$ cat src/rtl/dmem_ctrl_pkg.sv
// Shared definitions for the data-memory controller and the processor FSM that drives it.
package dmem_ctrl_pkg;

  typedef enum logic [1:0] {
    ST_IDLE = 2'd0,
    ST_REQ  = 2'd1,
    ST_RESP = 2'd2
  } dmem_state_t;

  // Returned on a read that was aborted by the timeout.
  localparam logic [31:0] POISON_WORD = 32'hDEADBEEF;

  localparam logic [5:0] OP_LW = 6'h23;
  localparam logic [5:0] OP_SW = 6'h2B;

endpackage

$ cat src/rtl/dmem_timeout.sv
// Loadable down-counter; expired is high once the loaded budget has been consumed.
module dmem_timeout #(
  parameter int unsigned WIDTH = 4
) (
  input  logic             clk,
  input  logic             rst,
  input  logic             load,
  input  logic             en,
  input  logic [WIDTH-1:0] load_val,
  output logic             expired
);

  logic [WIDTH-1:0] cnt;

  always_ff @(posedge clk or negedge rst) begin
    if (!rst) begin
      cnt <= '0;
    end else if (load) begin
      cnt <= load_val;
    end else if (en && (cnt != '0)) begin
      cnt <= cnt - WIDTH'(1);
    end
  end

  assign expired = (cnt == '0);

endmodule

$ cat src/rtl/dmem_ctrl.sv
// Data-memory controller: turns MEM-stage strobes into a req/gnt/rvalid SRAM handshake
// with range checking, a per-phase timeout and a sticky error flag.
module dmem_ctrl
  import dmem_ctrl_pkg::*;
#(
  parameter logic [31:0] BASE_ADDR  = 32'h10010000,
  parameter int unsigned DEPTH_LOG2 = 10,
  parameter int unsigned TIMEOUT    = 16
) (
  input  logic                  clk,
  input  logic                  rst,
  input  logic                  MemRead,
  input  logic                  MemWrite,
  input  logic [31:0]           dAddress,
  input  logic [31:0]           dWriteData,
  output logic [31:0]           dReadData,
  output logic                  mem_busy,
  output logic                  mem_err,
  output logic [31:0]           err_addr,
  output logic                  sram_req,
  output logic                  sram_we,
  output logic [DEPTH_LOG2-1:0] sram_addr,
  output logic [31:0]           sram_wdata,
  input  logic                  sram_gnt,
  input  logic                  sram_rvalid,
  input  logic [31:0]           sram_rdata
);

  localparam int unsigned TW = (TIMEOUT > 1) ? $clog2(TIMEOUT) : 1;
  localparam logic [32:0] LO_ADDR = {1'b0, BASE_ADDR};
  localparam logic [32:0] HI_ADDR = LO_ADDR + (33'd4 << DEPTH_LOG2);
  localparam logic [DEPTH_LOG2-1:0] BASE_WORD = BASE_ADDR[DEPTH_LOG2+1:2];

  dmem_state_t           state, state_nxt;
  logic [31:0]           addr_q, wdata_q, rdata_q, err_addr_q;
  logic [DEPTH_LOG2-1:0] word_q;
  logic                  we_q, err_q;
  logic                  accept, raise_err, rd_done, rd_poison, cnt_load, expired;
  logic                  addr_ok;
  logic [32:0]           addr33;
  logic [31:0]           err_src;

  // Low word-index bits of (dAddress - BASE_ADDR) depend only on the low bits of
  // both operands, so a narrow subtract is exact for any aligned in-range address.
  assign addr33  = {1'b0, dAddress};
  assign addr_ok = (dAddress[1:0] == 2'b00) && (addr33 >= LO_ADDR) && (addr33 < HI_ADDR);
  assign err_src = (state == ST_IDLE) ? dAddress : addr_q;

  always_ff @(posedge clk or negedge rst) begin
    if (!rst) state <= ST_IDLE;
    else      state <= state_nxt;
  end

  always_comb begin
    state_nxt = state;
    accept    = 1'b0;
    raise_err = 1'b0;
    rd_done   = 1'b0;
    rd_poison = 1'b0;
    cnt_load  = 1'b0;
    unique case (state)
      ST_IDLE: begin
        if (MemRead && MemWrite) begin
          raise_err = 1'b1;
        end else if (MemRead || MemWrite) begin
          if (addr_ok) begin
            accept    = 1'b1;
            cnt_load  = 1'b1;
            state_nxt = ST_REQ;
          end else begin
            raise_err = 1'b1;
          end
        end
      end
      ST_REQ: begin
        if (sram_gnt) begin
          if (we_q) begin
            state_nxt = ST_IDLE;
          end else begin
            cnt_load  = 1'b1;
            state_nxt = ST_RESP;
          end
        end else if (expired) begin
          raise_err = 1'b1;
          rd_poison = !we_q;
          state_nxt = ST_IDLE;
        end
      end
      ST_RESP: begin
        if (sram_rvalid) begin
          rd_done   = 1'b1;
          state_nxt = ST_IDLE;
        end else if (expired) begin
          raise_err = 1'b1;
          rd_poison = 1'b1;
          state_nxt = ST_IDLE;
        end
      end
      default: state_nxt = ST_IDLE;
    endcase
  end

  always_ff @(posedge clk or negedge rst) begin
    if (!rst) begin
      addr_q     <= '0;
      word_q     <= '0;
      wdata_q    <= '0;
      we_q       <= 1'b0;
      rdata_q    <= '0;
      err_q      <= 1'b0;
      err_addr_q <= '0;
    end else begin
      if (accept) begin
        addr_q  <= dAddress;
        word_q  <= dAddress[DEPTH_LOG2+1:2] - BASE_WORD;
        wdata_q <= dWriteData;
        we_q    <= MemWrite;
      end
      if (rd_done)   rdata_q <= sram_rdata;
      if (rd_poison) rdata_q <= POISON_WORD;
      if (raise_err) begin
        err_q <= 1'b1;
        if (!err_q) err_addr_q <= err_src;
      end
    end
  end

  dmem_timeout #(.WIDTH(TW)) u_timeout (
    .clk      (clk),
    .rst      (rst),
    .load     (cnt_load),
    .en       (state != ST_IDLE),
    .load_val (TW'(TIMEOUT - 1)),
    .expired  (expired)
  );

  assign dReadData  = rdata_q;
  assign mem_busy   = (state != ST_IDLE);
  assign mem_err    = err_q;
  assign err_addr   = err_addr_q;
  assign sram_req   = (state == ST_REQ);
  assign sram_we    = (state == ST_REQ) && we_q;
  assign sram_addr  = word_q;
  assign sram_wdata = wdata_q;

endmodule
$ cat config.mk
export PLATFORM = sky130hd
export DESIGN_NAME = dmem_ctrl
export DESIGN_NICKNAME = d
export VERILOG_FILES = /design/src/rtl/dmem_ctrl_pkg.sv /design/src/rtl/dmem_timeout.sv /design/src/rtl/dmem_ctrl.sv
export SDC_FILE = /design/constraint.sdc
export NUM_CORES = 1
export LEC_CHECK = 0
export ABC_AREA = 1
export CAP_MARGIN = 30
export CORE_MARGIN = 3
export CORE_UTILIZATION = 49
export DETAILED_ROUTE_END_ITERATION = 8
export GPL_TIMING_DRIVEN = 0
export PLACE_DENSITY = 0.88
export SLEW_MARGIN = 20
export SYNTH_ARGS = -nofsm -noshare
export SYNTH_HDL_FRONTEND = slang
export SYNTH_SLANG_ARGS = --single-unit
$ cat constraint.sdc
create_clock -name clk -period 2.4 [get_ports clk]
set_input_delay 0.36 -clock clk [delete_from_list [all_inputs] [get_ports clk]]
set_output_delay 0.36 -clock clk [all_outputs]
set_load 0.02 [all_outputs]
# After elaboration in Yosys (flattened, before gate mapping)
# Index checks and enable logic that the tools add are counted.
[word_totals]
latch_bits = 0
mem_count = 0
input_bits = 102
ff_bits = 146
output_inout_bits = 110
mem_bits_ro = 0
elab_cells = 66
ram_bits = 0
[classes]
n_reduce_logical = 16
muxes = 32
bitwise = 1
div = 0
n_shift = 0
add_sub_neg = 1
mul = 0
order_cmp = 2
eq_ne = 5
[ops]
columns = ["op", "n"]
rows = [
  ["two-way mux 32 bit", 3],
  [">= comparator 32 x 29 -> 1 bit (second input constant)", 1],
  ["less-than comparator 32 x 29 -> 1 bit (second input constant)", 1],
  ["two-way mux 1 bit", 16],
  ["two-way mux 2 bit", 7],
  ["two-way mux 4 bit", 2],
  ["one-hot mux 2 bit (3 select lines)", 1],
  ["nonzero test 2 bit", 3],
  ["logical AND 1 bit", 5],
  ["logical NOT 2 bit", 2],
  ["logical NOT 4 bit", 1],
  ["inequality test 2 bit (second input constant)", 2],
  ["one-hot mux 1 bit (2 select lines)", 2],
  ["nonzero test 4 bit", 1],
  ["subtractor 4 x 1 -> 4 bit (second input constant)", 1],
  ["one-hot mux 1 bit (3 select lines)", 1],
  ["AND reduction 3 bit", 1],
  ["equality test 2 x 1 -> 1 bit (second input constant)", 1],
  ["equality test 2 bit (second input constant)", 1],
  ["inequality test 2 x 1 -> 1 bit (second input constant)", 1],
  ["AND reduction 2 bit", 1],
  ["logical NOT 1 bit", 1],
  ["logical OR 1 bit", 1],
  ["inverter 1 bit", 1],
]

# Depth between registers and ports, before layout
# Gate-level depths: netlist of the first run.
[logic_depth]
depth_word = 8
ltp_mapped = 11
depth_no_buf = 10

# Modules after synthesis
# Synthesis of the first run repeated with hierarchy kept, for this count alone.
[unflattened]
cells_unflattened = 747
hier_area_um2 = 6073.3
[by_module_without_submodules]
columns = ["mod", "area_each_um2", "cells_per_inst", "seq_area_each_um2", "instances"]
rows = [
  ["dmem_ctrl", 5778.0, 701, 3303.2, 1],
  ["dmem_timeout", 295.3, 46, 100.1, 1],
]

# Worst setup path before layout of the first run
# Ideal clock, no wire load.
[synth_path]
path_type = "reg-to-reg"
startpoint = "register state[1]"
endpoint = "register err_addr_q[2], in the netlist err_addr[2]"
n_path_buf = 1
setup_ns = 0.118
setup_slack_ns = 0.626
synth_period_minus_slack_ns = 1.774
stages_incl_launch_ff = 11
arrival_ns = 1.656
path_cell_list = "dfrtp_1 inv_1 ha_1 inv_1 o22ai_1 nand2_1 nand2_2 nand3_4 buf_6 nand2_1 nand2_1"
[synth_between]
elab_chain_len = 3
[synth_lines]
columns = ["item", "line", "text"]
rows = [
  ["start, declared", "dmem_ctrl.sv:34", "dmem_state_t state, state_nxt;"],
  ["start signal, assigned", "dmem_ctrl.sv:51", "else state <= state_nxt;"],
  ["equality test 2 x 1 -> 1 bit", "-", ""],
  ["net sram_req", "dmem_ctrl.sv:20", "output logic sram_req,"],
  ["one-hot mux 1 bit (3 select lines)", "dmem_ctrl.sv:61", "unique case (state)"],
  ["AND reduction 2 bit (no source line)", "-", ""],
  ["end signal, assigned", "dmem_ctrl.sv:123", "if (!err_q) err_addr_q <= err_src;"],
  ["end, declared", "dmem_ctrl.sv:35", "logic [31:0] addr_q, wdata_q, rdata_q, err_addr_q;"],
]
# The timed path passes the listed nets, and every way through them passes these cells.
# A chain may end at the register's enable or synchronous reset.

# Worst setup path after layout of the first run
[layout_path]
startpoint = "register state[1]"
endpoint = "output port sram_req"
[layout_between]
elab_chain_len = 1
[layout_lines]
columns = ["item", "line", "text"]
rows = [
  ["equality test 2 x 1 -> 1 bit", "dmem_ctrl.sv:141", "assign sram_req = (state == ST_REQ);"],
  ["end, declared", "dmem_ctrl.sv:20", ""],
]
# No other way between the ends.

==> results of run 1 <==
[synthesized netlist by cell type (all sizes together)]
cell type  count  area [um^2]
nand4         36          225
a21oi         10         50.1
nand3         12         77.6
clkbuf        18         67.6
nand2        272         1020
buf           30          234
ha             5         62.6
nor3           1         5.00
inv           40          150
xor2           2         17.5
nand3b         2         15.0
o22ai          1         6.26
o21ai         57          285
dfrtp        136         3400
nor2          83          312
clkinv         2         7.51
[cells in the final DEF (no fill, tap or decap)]
master,netlist,final
sky130_fd_sc_hd__nand2_1,271,271
sky130_fd_sc_hd__clkdlybuf4s50_1,0,208
sky130_fd_sc_hd__dfrtp_1,136,136
sky130_fd_sc_hd__nor2_1,83,83
sky130_fd_sc_hd__o21ai_0,57,57
sky130_fd_sc_hd__inv_1,37,37
sky130_fd_sc_hd__nand4_1,36,36
sky130_fd_sc_hd__clkbuf_1,18,24
sky130_fd_sc_hd__clkbuf_16,0,17
sky130_fd_sc_hd__buf_4,16,16
sky130_fd_sc_hd__nand3_1,10,10
sky130_fd_sc_hd__a21oi_1,10,10
sky130_fd_sc_hd__buf_2,7,7
sky130_fd_sc_hd__buf_6,7,7
sky130_fd_sc_hd__ha_1,5,5
sky130_fd_sc_hd__inv_2,3,3
sky130_fd_sc_hd__clkinv_2,0,3
sky130_fd_sc_hd__nand3b_1,2,2
sky130_fd_sc_hd__xor2_1,2,2
sky130_fd_sc_hd__clkinv_1,2,2
sky130_fd_sc_hd__clkbuf_8,0,2
sky130_fd_sc_hd__nor3_1,1,1
sky130_fd_sc_hd__nand3_2,1,1
sky130_fd_sc_hd__o22ai_1,1,1
sky130_fd_sc_hd__nand2_2,1,1
sky130_fd_sc_hd__nand3_4,1,1
sky130_fd_sc_hd__bufinv_16,0,1
sky130_fd_sc_hd__dlygate4sd3_1,0,1
sky130_fd_sc_hd__buf_8,0,1
sky130_fd_sc_hd__buf_16,0,1
sky130_fd_sc_hd__dlygate4sd2_1,0,1
sky130_fd_sc_hd__dlymetal6s2s_1,0,1
[sequential cells by signal (all words and copies together), names as in the netlist]
register	cells
we_q	1
u_timeout.cnt	4
sram_wdata	32
err_addr	32
addr_q	32
mem_err	1
dReadData	32
state	2
[layout make-up]
cell class              count  area (um^2)  share of cell area
inverters                  42          158              0.0179
repair buffers            213         2160               0.245
multi-input cells         481         2080               0.236
flip-flops and latches    136         3400               0.387
well taps                 143          179              0.0203
clock inverters             4         45.0             0.00512
plain buffers              47          298              0.0339
clock buffers              26          479              0.0545
[power by group]
| group | switching [mW] | internal, mW |
|---|---|---|
| clock network | 0.924 | 1.46 |
| logic | 1.60 | 1.13 |
| registers | 0.217 | 2.62 |
| total | 2.74 | 5.22 |
[worst paths after layout]
| path | endpoint | startpoint | depth (start not counted) |
|---|---|---|---|
| setup / recovery | sram_req | state[1] | 3 |
| hold / removal | addr_q[28] | addr_q[28] | 2 |
| setup reg to reg | dReadData[17] | state[1] | 7 |
| hold reg to reg | addr_q[28] | addr_q[28] | 2 |
| max in group asynchronous | err_addr[31] | rst | 3 |
| min in group asynchronous | dReadData[21] | rst | 2 |
[stage by stage]
stage | hold slack, ps | power [mW] | TNS [ps] | utilization | cells
2_1_floorplan | 64.4 | 4.36 | 0 | - | 707
3_3_place_gp | 431 | 5.50 | -587240 | 0.709 | 1061
3_5_place_dp | 318 | 5.58 | 0 | 0.712 | 1062
4_1_cts | 460 | 7.98 | 0 | 0.757 | 1092
5_1_grt | 475 | 8.39 | 0 | 0.757 | 1092
6_report | 460 | 7.96 | 0 | 0.757 | 1092
[cells by family after synthesis]
group,share of synthesized area
flops,0.573
xor+xnor,0.00295
compound gates,0.0575
fa+ha+maj,0.0105
simple gates,0.279
buf+inv,0.0773
[critical path, cell delays in order, from the launching register on]
cell and delay, ps:
sky130_fd_sc_hd__dfrtp_1 420, sky130_fd_sc_hd__inv_1 100, sky130_fd_sc_hd__ha_1 220, sky130_fd_sc_hd__clkdlybuf4s50_1 690
[layer usage]
| layer | vias to the layer above | share of wire |
|---|---|---|
| met5 | - | 0 |
| met4 | 0 | 0.014 |
| met3 | 21 | 0.077 |
| met2 | 201 | 0.50 |
| met1 | 2625 | 0.41 |
| li1 | 2676 | - |
[what timing repair did]
| action | CTS | global route |
|---|---|---|
| gates resized for setup | 1 | 1 |
| setup endpoints to repair | 1 | 1 |
| hold buffers | 1 | 0 |
| endpoints found under the hold margin | 58 | 0 |
==> run summary, run 1 <==
Synthesis inferred 136 register bits. The quantity of I/O buffers inserted on ports is 211. The maximum clock frequency is 453 MHz. Fill cells in the final layout number 810.

The routed via count divided by cell count came out at 5.06. The final antenna-violating net count came out at 0. The post-synth net total is between 800 and 900. The flow ran to the end, and the final reports show no timing, DRC or antenna violations.

STA classifies the critical path startpoint as a register. After global routing, the most crowded layer is met2. The met2 capacity usage during global routing is 0.433. The total routing resource utilization after global routing is 0.257. In this run, the number of DRC markers left after iteration 0 of detailed routing was 361.

The placement row count is 39. The number of antenna violations at the first check in global routing came out at 0. The min-delay analysis places its worst path in the category reg -> reg. Entering global routing, the biggest net connects 79 pins. The least setup slack across all paths after layout came out at roughly 190 ps. The clock period minus worst slack is 2210 ps. The max-capacitance violation count is 0.

The floorplan die area is 13,500 um^2. After routing the design area is 8800 um^2. The number of setup buffers added after CTS is 0. The buffer type at the clock tree root is sky130_fd_sc_hd__clkbuf_16. The final worst clock skew is 3.91 ps. During I/O placement, the number of pins put on the boundary was 212. The global-route met3 utilization is 0.0902. The detailed-router iteration count before antenna repair came out at 5. The HPWL after detailed placement is 12,100 um.

The horizontal die dimension is about 120 um. The power density normalized to cell area came out at approximately 910 nW/um^2. After detailed routing, the number of remaining DRC violations is 0. The number of hold violations in the final report is 0. The layout-stage area growth over the synthesis result came out at 48.1%. In this run the cell area measured after placement is roughly 8300 um^2. The kind of critical path is reg -> out. After clock tree synthesis, the clock-pin slew on the worst setup and hold paths is approximately 60 ps.

For this run, the register share of the synthesized area comes to 0.573. The first global-routing pass estimated between 20,000 and 30,000 um of wire. Summed over all cells, the static leakage comes to 4.33 nW. The maximum ir drop on the vdd rail is between 0.7 and 0.8 mV. The number of distinct library cells after synthesis came out at 22. The actual transition at the worst max-transition pin came out at 473 ps. At the worst endpoint, the required time is 2040 ps. The warning count from the yosys run came out at 0.

The worst-case register-to-register setup slack is 350 ps. The synthesized netlist cell count came out at about 710. The ratio of cells with drive above 1 in the final layout is 0.0643. Detailed routing inserted a total of 5,523 vias. The area of the core came out at 11,600 um^2.

The final weighted congestion in routability-driven placement came out at 0.799. The largest driver fanout on the critical path is 4. The combined area of all synthesized cells came out at 5940 um^2. The routed wire length is 16,800 um. The worst pin sits at a relative slew slack of 0.685. Setup repair after global routing left no endpoint under its margin. The endpoint arrival time on the critical path came out at 1850 ps. The number of clock buffers added by TritonCTS is 17. The longest clock path from root to sink contains 2 buffers. 0 antenna diodes ended up in the layout. The depth of the CTS H-tree is 4. Dividing the detail-routed wire length by the instance count gives 15.4 um.

The global-route met1 utilization came out at 0.310. The final number of max-transition violations came out at 0. The sink count of the clock tree came out at between 100 and 150.

TritonCTS built the clock tree. Dividing the final minimum period by the clock period gives 0.920. The worst setup path is captured at an output pin. The initial core utilization is 0.512.

The post-placement worst setup slack is about 54 ps. The number of global-route vias before repair came out at 5,573. The global route total overflow came out at 0.

The final-stage net count came out at approximately 1,000. The clock network latency to the later pin of the worst-skew pair came out at between 400 and 500 ps. The die height is 116 um. The average cell area after synthesis came out at 8.40 um^2.

The count of endpoints failing setup in the final report came out at 0.
(Power assumes the default switching activity.)
==> run 2, diff against run 1 <==
ABC_CLOCK_PERIOD_IN_PS = 2400   (was unset)
CORE_MARGIN = 5   (was 3)
REMOVE_ABC_BUFFERS = 1   (was unset)
==> run 2 against run 1 <==
Net effect:
- critical path depth stayed put
- fmax decreased by 2.7%
- highest routed layer unchanged
- die area up 7.0%
- worst hold slack worse by 7.0 ps
- non-clock buffer count decreased by 40
- final cell count decreased by 2.8%
- power is 2.2% higher
- critical endpoint unchanged
- combinational power rose by 5%
- global-route usage down 1.9 points
- clock skew rose by 1.9 ps
==> run summary, run 2 (synthesized netlist as in run 1, its figures left out) <==
The flow ran to the end, and the final reports show no timing, DRC or antenna violations. Excluding fillers, the count of instances in the completed layout stands at 1,061. The placed cell count is 1,024.

The layout-stage area growth over the synthesis result came out at 47.7%. The number of antenna violations at the first check in global routing came out at 0. Between clock sinks in the finished design, the worst skew comes to 5.83 ps. The count of buffers added on input and output ports is 211.

The worst register-to-register path begins at state[1]. The maximum clock frequency is between 400 and 500 MHz. Setup repair after global routing left no endpoint under its margin. The worst setup path is captured at an output pin. Counting along the longest clock path gives a buffer depth of 2. The die height came out at 120 um.

The final antenna-violating net count is 0. The total clock buffers created by CTS is 17. The half-perimeter wire length after placement is 11,000 um. The pre-antenna-repair detailed-routing pass consisted of 6 iterations.

The floorplan step defined a die boundary enclosing ~14,000 um^2. The design draws 8.14 mW. The clock period minus worst slack is roughly 2300 ps. The total inserted antenna cells came out at 0. The routed via count divided by cell count is between 5 and 6.

The worst setup path is of the reg -> out kind. The total routing resource utilization after global routing came out at 0.237. The power density normalized to cell area came out at slightly above 900 nW/um^2.

The post-detailed-route DRC marker count is 0. The number of placed I/O pins came out at 212. The sink count of the clock tree is 136. The post-placement worst setup slack came out at -794 ps. Dividing the detail-routed wire length by the instance count gives 16.1 um. The global-route wire length before repair came out at 26,900 um. In the final timing run, aggregate negative setup slack is 0 ps. The endpoint identified for the worst register-to-register timing path is err_addr[13]. The initial core utilization is 0.497. The final cycle utilization of the critical path is 0.946. For this run the aggregate overflow at the end of global routing stands at 0. The first routing iteration left 579 violations. The library cell used most frequently in the layout, excluding fill and tap cells, is sky130_fd_sc_hd__nand2_1.

The least setup slack across all paths after layout is about 130 ps. Counting cells, the worst reg-to-reg path comes to 9. For the pin with the worst max-slew slack, the measured transition is 639 ps.

STA classifies the critical path startpoint as a register. At the end of the flow the core is filled with cells to 0.733. In the final layout, the share of cells above drive strength 1 is 0.0470.

At the later pin of the worst-skew pair, clock insertion delay measures a little over 400 ps. The endpoint arrival time on the critical path came out at 1910 ps. Across the run, the number of max-cap violations was 0. The worst max-slew margin expressed relative to the limit is 0.571. The total area inside the core boundary comes to ~12,000 um^2. The final-stage net count came out at 1,008. The routed wire length is 17,100 um. The worst hold path belongs to the class in -> async. TritonCTS built the clock tree. The final number of max-transition violations came out at 0. In this run the horizontal extent of the chip is around 120 um. The placement row count came out at 40. The number of global-route vias before repair is ~5,300. The analysis attributes to cell leakage a power of 4.26 nW.

The pin count of the biggest net entering global routing is 84. The clock input transition at the sequential cells of the worst setup and hold paths is 50 ps. The count of endpoints failing setup in the final report is 0. The worst path required time is approximately 2000 ps. The library cells used most frequently in the layout, excluding fill and tap cells, are sky130_fd_sc_hd__nand2_1, sky130_fd_sc_hd__clkdlybuf4s50_1, sky130_fd_sc_hd__dfrtp_1, sky130_fd_sc_hd__nor2_1, sky130_fd_sc_hd__o21ai_0. The worst-case register-to-register setup slack is about 190 ps. The largest driver fanout on the critical path is 4.

The final weighted congestion in routability-driven placement is 0.797. The maximum ir drop on the vdd rail is 0.854 mV. The number of hold violations in the final report is 0. The depth of the CTS H-tree is 4.

The total via count in the routed design came out at around 5,400. The tree is rooted in a sky130_fd_sc_hd__clkbuf_16.
run 2: cell types whose count changed in the layout (fill, tap and decap cells not counted), moves of 2 or more:
cell	change
sky130_fd_sc_hd__clkbuf_8	+2
sky130_fd_sc_hd__buf_4	-15
sky130_fd_sc_hd__nand3_4	+2
sky130_fd_sc_hd__buf_2	-7
sky130_fd_sc_hd__clkinv_2	-2
sky130_fd_sc_hd__buf_6	-7
sky130_fd_sc_hd__clkbuf_1	-15
sky130_fd_sc_hd__buf_16	+4
sky130_fd_sc_hd__inv_2	-2
run 2: power by group:
group / switching (mW) / internal [mW] / leakage (nW)
Sequential: 0.189 / 2.62 / 1.69
Clock: 0.913 / 1.54 / 0.267
Combinational: 1.66 / 1.22 / 2.30
Total: 2.77 / 5.37 / 4.26
run 2: critical path, stage by stage, from the launching register on:
cell                              delay [ps]
sky130_fd_sc_hd__dfrtp_1                 420
sky130_fd_sc_hd__inv_1                   150
sky130_fd_sc_hd__ha_1                    240
sky130_fd_sc_hd__clkdlybuf4s50_1         690
run 2: area by class of cell:
cell class,count,area [um^2]
fillers,839,3190
inverters,42,168
flip-flops and latches,136,3400
repair buffers,220,2310
well taps,147,184
multi-input cells,484,2160
clock inverters,2,35.0
clock buffers,30,514
run 2: how the worst max path moves through the flow:
stage	from	end	slack [ps]
after floorplan	state[0]	sram_wdata[0]	-910
after global placement	rst	dReadData[13]	-4490
after detailed placement	dAddress[16]	sram_wdata[4]	-790
after CTS	state[0]	mem_busy	20
after global routing	state[1]	sram_req	30
final	state[1]	sram_req	130
run 2: per-stage QoR:
stage	hold WS, ps	area, um^2
6_report	453	8770
5_1_grt	463	8770
4_1_cts	447	8750
3_5_place_dp	302	8120
3_3_place_gp	428	7940
2_1_floorplan	64.4	5640
run 2: routing by layer:
metal,share of wire,GRT usage
met1,0.39,0.285
met3,0.12,0.105
met4,0.014,0.0759
met5,0,0
met2,0.47,0.384
run 2: timing repair:
item                                   CTS  global route
gates resized for setup                 10             3
hold buffers                             1             0
buffers inserted                         1             0
setup endpoints to repair               98            10
pin swaps                                2             1
gates cloned                             2             1
endpoints found under the hold margin   53             0
==> run 3, diff against run 2 <==
ABC_CLOCK_PERIOD_IN_PS = 2800   (was 2400)
clock period = 2.8 ns   (was 2.4 ns; I/O delays follow)
==> run 3 against run 2 <==
Net effect:
- worst hold slack got worse by 5.8 ps
- via count fell by 2.6%
- combinational power is 19% lower
- critical endpoint is now mem_busy
- critical path depth increased by 1
- power decreased by 16%
- first-iteration DRC count shrank 21%
- global-route usage down 1.2 points
- sequential share of layout area is 0.33 points higher
- flip-flop and latch count unchanged
- clock-buffer cell count unchanged
- register-to-register slack gained 50 ps
- routed wire length fell by 5.9%
==> run summary, run 3 (synthesized netlist as in run 1, its figures left out) <==
The number of global-route vias before repair was 5,128. The worst max-slew margin expressed relative to the limit is 0.526. The number of hold violations in the final report came out at 0. The final weighted congestion in routability-driven placement came out at 0.797. The CTS tree is yes. The power density normalized to cell area is 785 nW/um^2. For this block, the initial DRC count from the detailed router was between 400 and 500. The part of the total power dissipated in the clock network is 0.307. The end point of the most critical hold path is addr_q[28]. The startpoint of the most critical register-to-register path is state[0]. The first TritonRoute pass finished after 5 iterations. The run finished with clean final reports. The worst reg2reg path endpoint is we_q. The quantity of I/O buffers inserted on ports came out at 211. In this run, CTS created clock tree buffers numbering 17. STA classifies the critical path endpoint as an output pin. The final antenna-violating net count is 0. In the layout the commonest cells are sky130_fd_sc_hd__nand2_1, sky130_fd_sc_hd__clkdlybuf4s50_1, sky130_fd_sc_hd__dfrtp_1, sky130_fd_sc_hd__nor2_1, sky130_fd_sc_hd__o21ai_0. The area of the core came out at roughly 12,000 um^2.

The die height is ~120 um. The share of power burned in combinational logic came out at 0.341. The final number of max-transition violations came out at 0. In this run the clock root is driven by a sky130_fd_sc_hd__clkbuf_16. Setup violations remaining at the end of the flow were counted as 0. Counting cells, the worst reg-to-reg path comes to 7. The number of antenna violations at the first check in global routing came out at 0. The kind of critical path is reg -> out. The final-stage net count came out at about 1,000. The ratio of cells with drive above 1 in the final layout is 0.0428.

Across all hold checks on the routed design, the worst slack comes to 447 ps. STA classifies the critical path startpoint as a register. The power share of the sequential group came out at 0.352.

The number of placed I/O pins is 212. The wire length per cell came out at 15.2 um. Row generation in the floorplan step produced 40 rows. The half-perimeter wire length after placement came out at about 11,000 um. The H-tree generated during clock tree synthesis spans 4 levels. The sink count of the clock tree is 136. The global-route met1 utilization is 0.276.

The endpoint arrival time on the critical path came out at between 2000 and 2500 ps. The clock period could shrink to 2590 ps. Leaving out fill and tap cells, the most frequent cell in the layout is sky130_fd_sc_hd__nand2_1.

The floorplan die area came out at around 14,000 um^2. The maximum ir drop on the vdd rail came out at roughly 0.73 mV. Across the routed clock network, the largest skew measured is 3.80 ps. After clock tree synthesis, the clock-pin slew on the worst setup and hold paths is 50 ps. Based on the critical path, the design can be clocked at up to a little under 400 MHz. Setup repair after global routing left no endpoint under its margin.

The global routing stage identified its most utilized layer as met2. The net switching component of the power is 2.27 mW. The standard cell with the maximum stage delay on the critical path is sky130_fd_sc_hd__clkdlybuf4s50_1. The routed via count divided by cell count came out at 5.00. For the pin with the worst max-slew slack, the measured transition is 710 ps. The worst hold path was traced through 2 stages.

The min-delay analysis places its worst path in the category reg -> reg. The leakage power summed over all cells came out at 4.22 nW. Grouping stages by cell kind, the critical path spends the most delay in buffers and inverters. The post-placement worst setup slack is -454 ps.

The final cycle utilization of the critical path came out at 0.923. The area of placed instances came out at roughly 8100 um^2. The sum of buffers and inverters on the critical path came out at 3. The global-route met3 utilization is 0.0990. Relative to the synthesized area, the layout overhead comes to 46.4%. The worst-case register-to-register setup slack came out at 240 ps.

The finished cells cover roughly 8700 um^2. The largest driver fanout on the critical path is 14. The internal cell power came out at 4.56 mW. The post-detailed-route DRC marker count came out at 0. In this design, the stage delay of the slowest critical-path cell is 670 ps. After layout, the worst setup slack is between 200 and 250 ps.

Of the total power, the share spent switching nets is 0.333. The global route total overflow is 0. The global-route wire length before repair is ~26,000 um. Wires add up to 16,100 um. For met2 alone, demand over resource in global routing was 0.350. Walking the worst path, the cells encountered are inv_1, ha_2, inv_2, clkdlybuf4s50_1. The total routing resource utilization after global routing is 0.225.

The horizontal die dimension is 120 um. The start point of the worst min-delay path is addr_q[28]. The clock network latency to the later pin of the worst-skew pair is 410 ps.

The total via count in the routed design is ~5,300. 0 antenna diodes ended up in the layout. The maximum clock path buffer count came out at 2.

STA puts the critical path data required time at 2380 ps. Max-cap violations in this run came to 0. The initial core utilization came out at 0.497. The post-CTS repair timing setup buffer count came out at 0. The pin count of the biggest net entering global routing is 84.
## run 3: per-layer routing
layer / wire [um] / share of wire
met1: 6570 / 0.41
met5: 0 / 0
met4: 347 / 0.022
met2: 7520 / 0.47
met3: 1610 / 0.10
## run 3: power by group through the flow
stage	logic (mW)	clock network, mW	registers, mW
finish	2.33	2.09	2.41
detailed placement	2.33	0	2.43
CTS	2.35	2.12	2.41
global placement	2.20	0	2.42
global route	2.55	2.24	2.44
floorplan	0.946	0	2.71
## run 3: final cells by class
class                           count  area (um^2)
Sequential cell                   136         3400
Fill cell                         851         3260
Timing Repair Buffer              220         2310
Multi-Input combinational cell    481         2090
Clock buffer                       30          514
Tap cell                          147          184
Inverter                           42          165
Clock inverter                      2         35.0
## run 3: worst max-delay path by stage
| stage | startpoint | slack (ps) | to | cells after the start |
|---|---|---|---|---|
| after global placement | rst | -4150 | dReadData[13] | 1 |
| after global routing | state[0] | 5 | sram_wdata[12] | 7 |
| after detailed placement | dAddress[16] | -450 | sram_wdata[4] | 11 |
| after CTS | state[0] | 30 | sram_wdata[4] | 7 |
| final | state[0] | 210 | mem_busy | 4 |
| after floorplan | state[0] | -510 | sram_wdata[0] | 6 |
## run 3: stage by stage
stage,TNS [ps],utilization,std cells,total power [mW]
5_1_grt,0,0.727,1058,7.23
6_report,0,0.727,1058,6.83
2_1_floorplan,-34120,-,659,3.65
4_1_cts,0,0.726,1057,6.88
3_3_place_gp,-726630,0.663,1017,4.62
3_5_place_dp,-19980,0.679,1024,4.76
## run 3: timing repair
item,4_1_cts,5_1_grt
endpoints found under the hold margin,53,0
resized for setup,2,2
hold buffers,1,0
setup endpoints to repair,58,53
pin swaps,0,0
## run 3: worst reg2reg max path, stage by stage (launching register included)
cell                      delay, ps
sky130_fd_sc_hd__dfrtp_1        420
sky130_fd_sc_hd__inv_1          120
sky130_fd_sc_hd__ha_2           380
sky130_fd_sc_hd__buf_12         250
sky130_fd_sc_hd__nand3_2        600
sky130_fd_sc_hd__inv_8          510
sky130_fd_sc_hd__nand2_1        140
sky130_fd_sc_hd__nand2_1         70
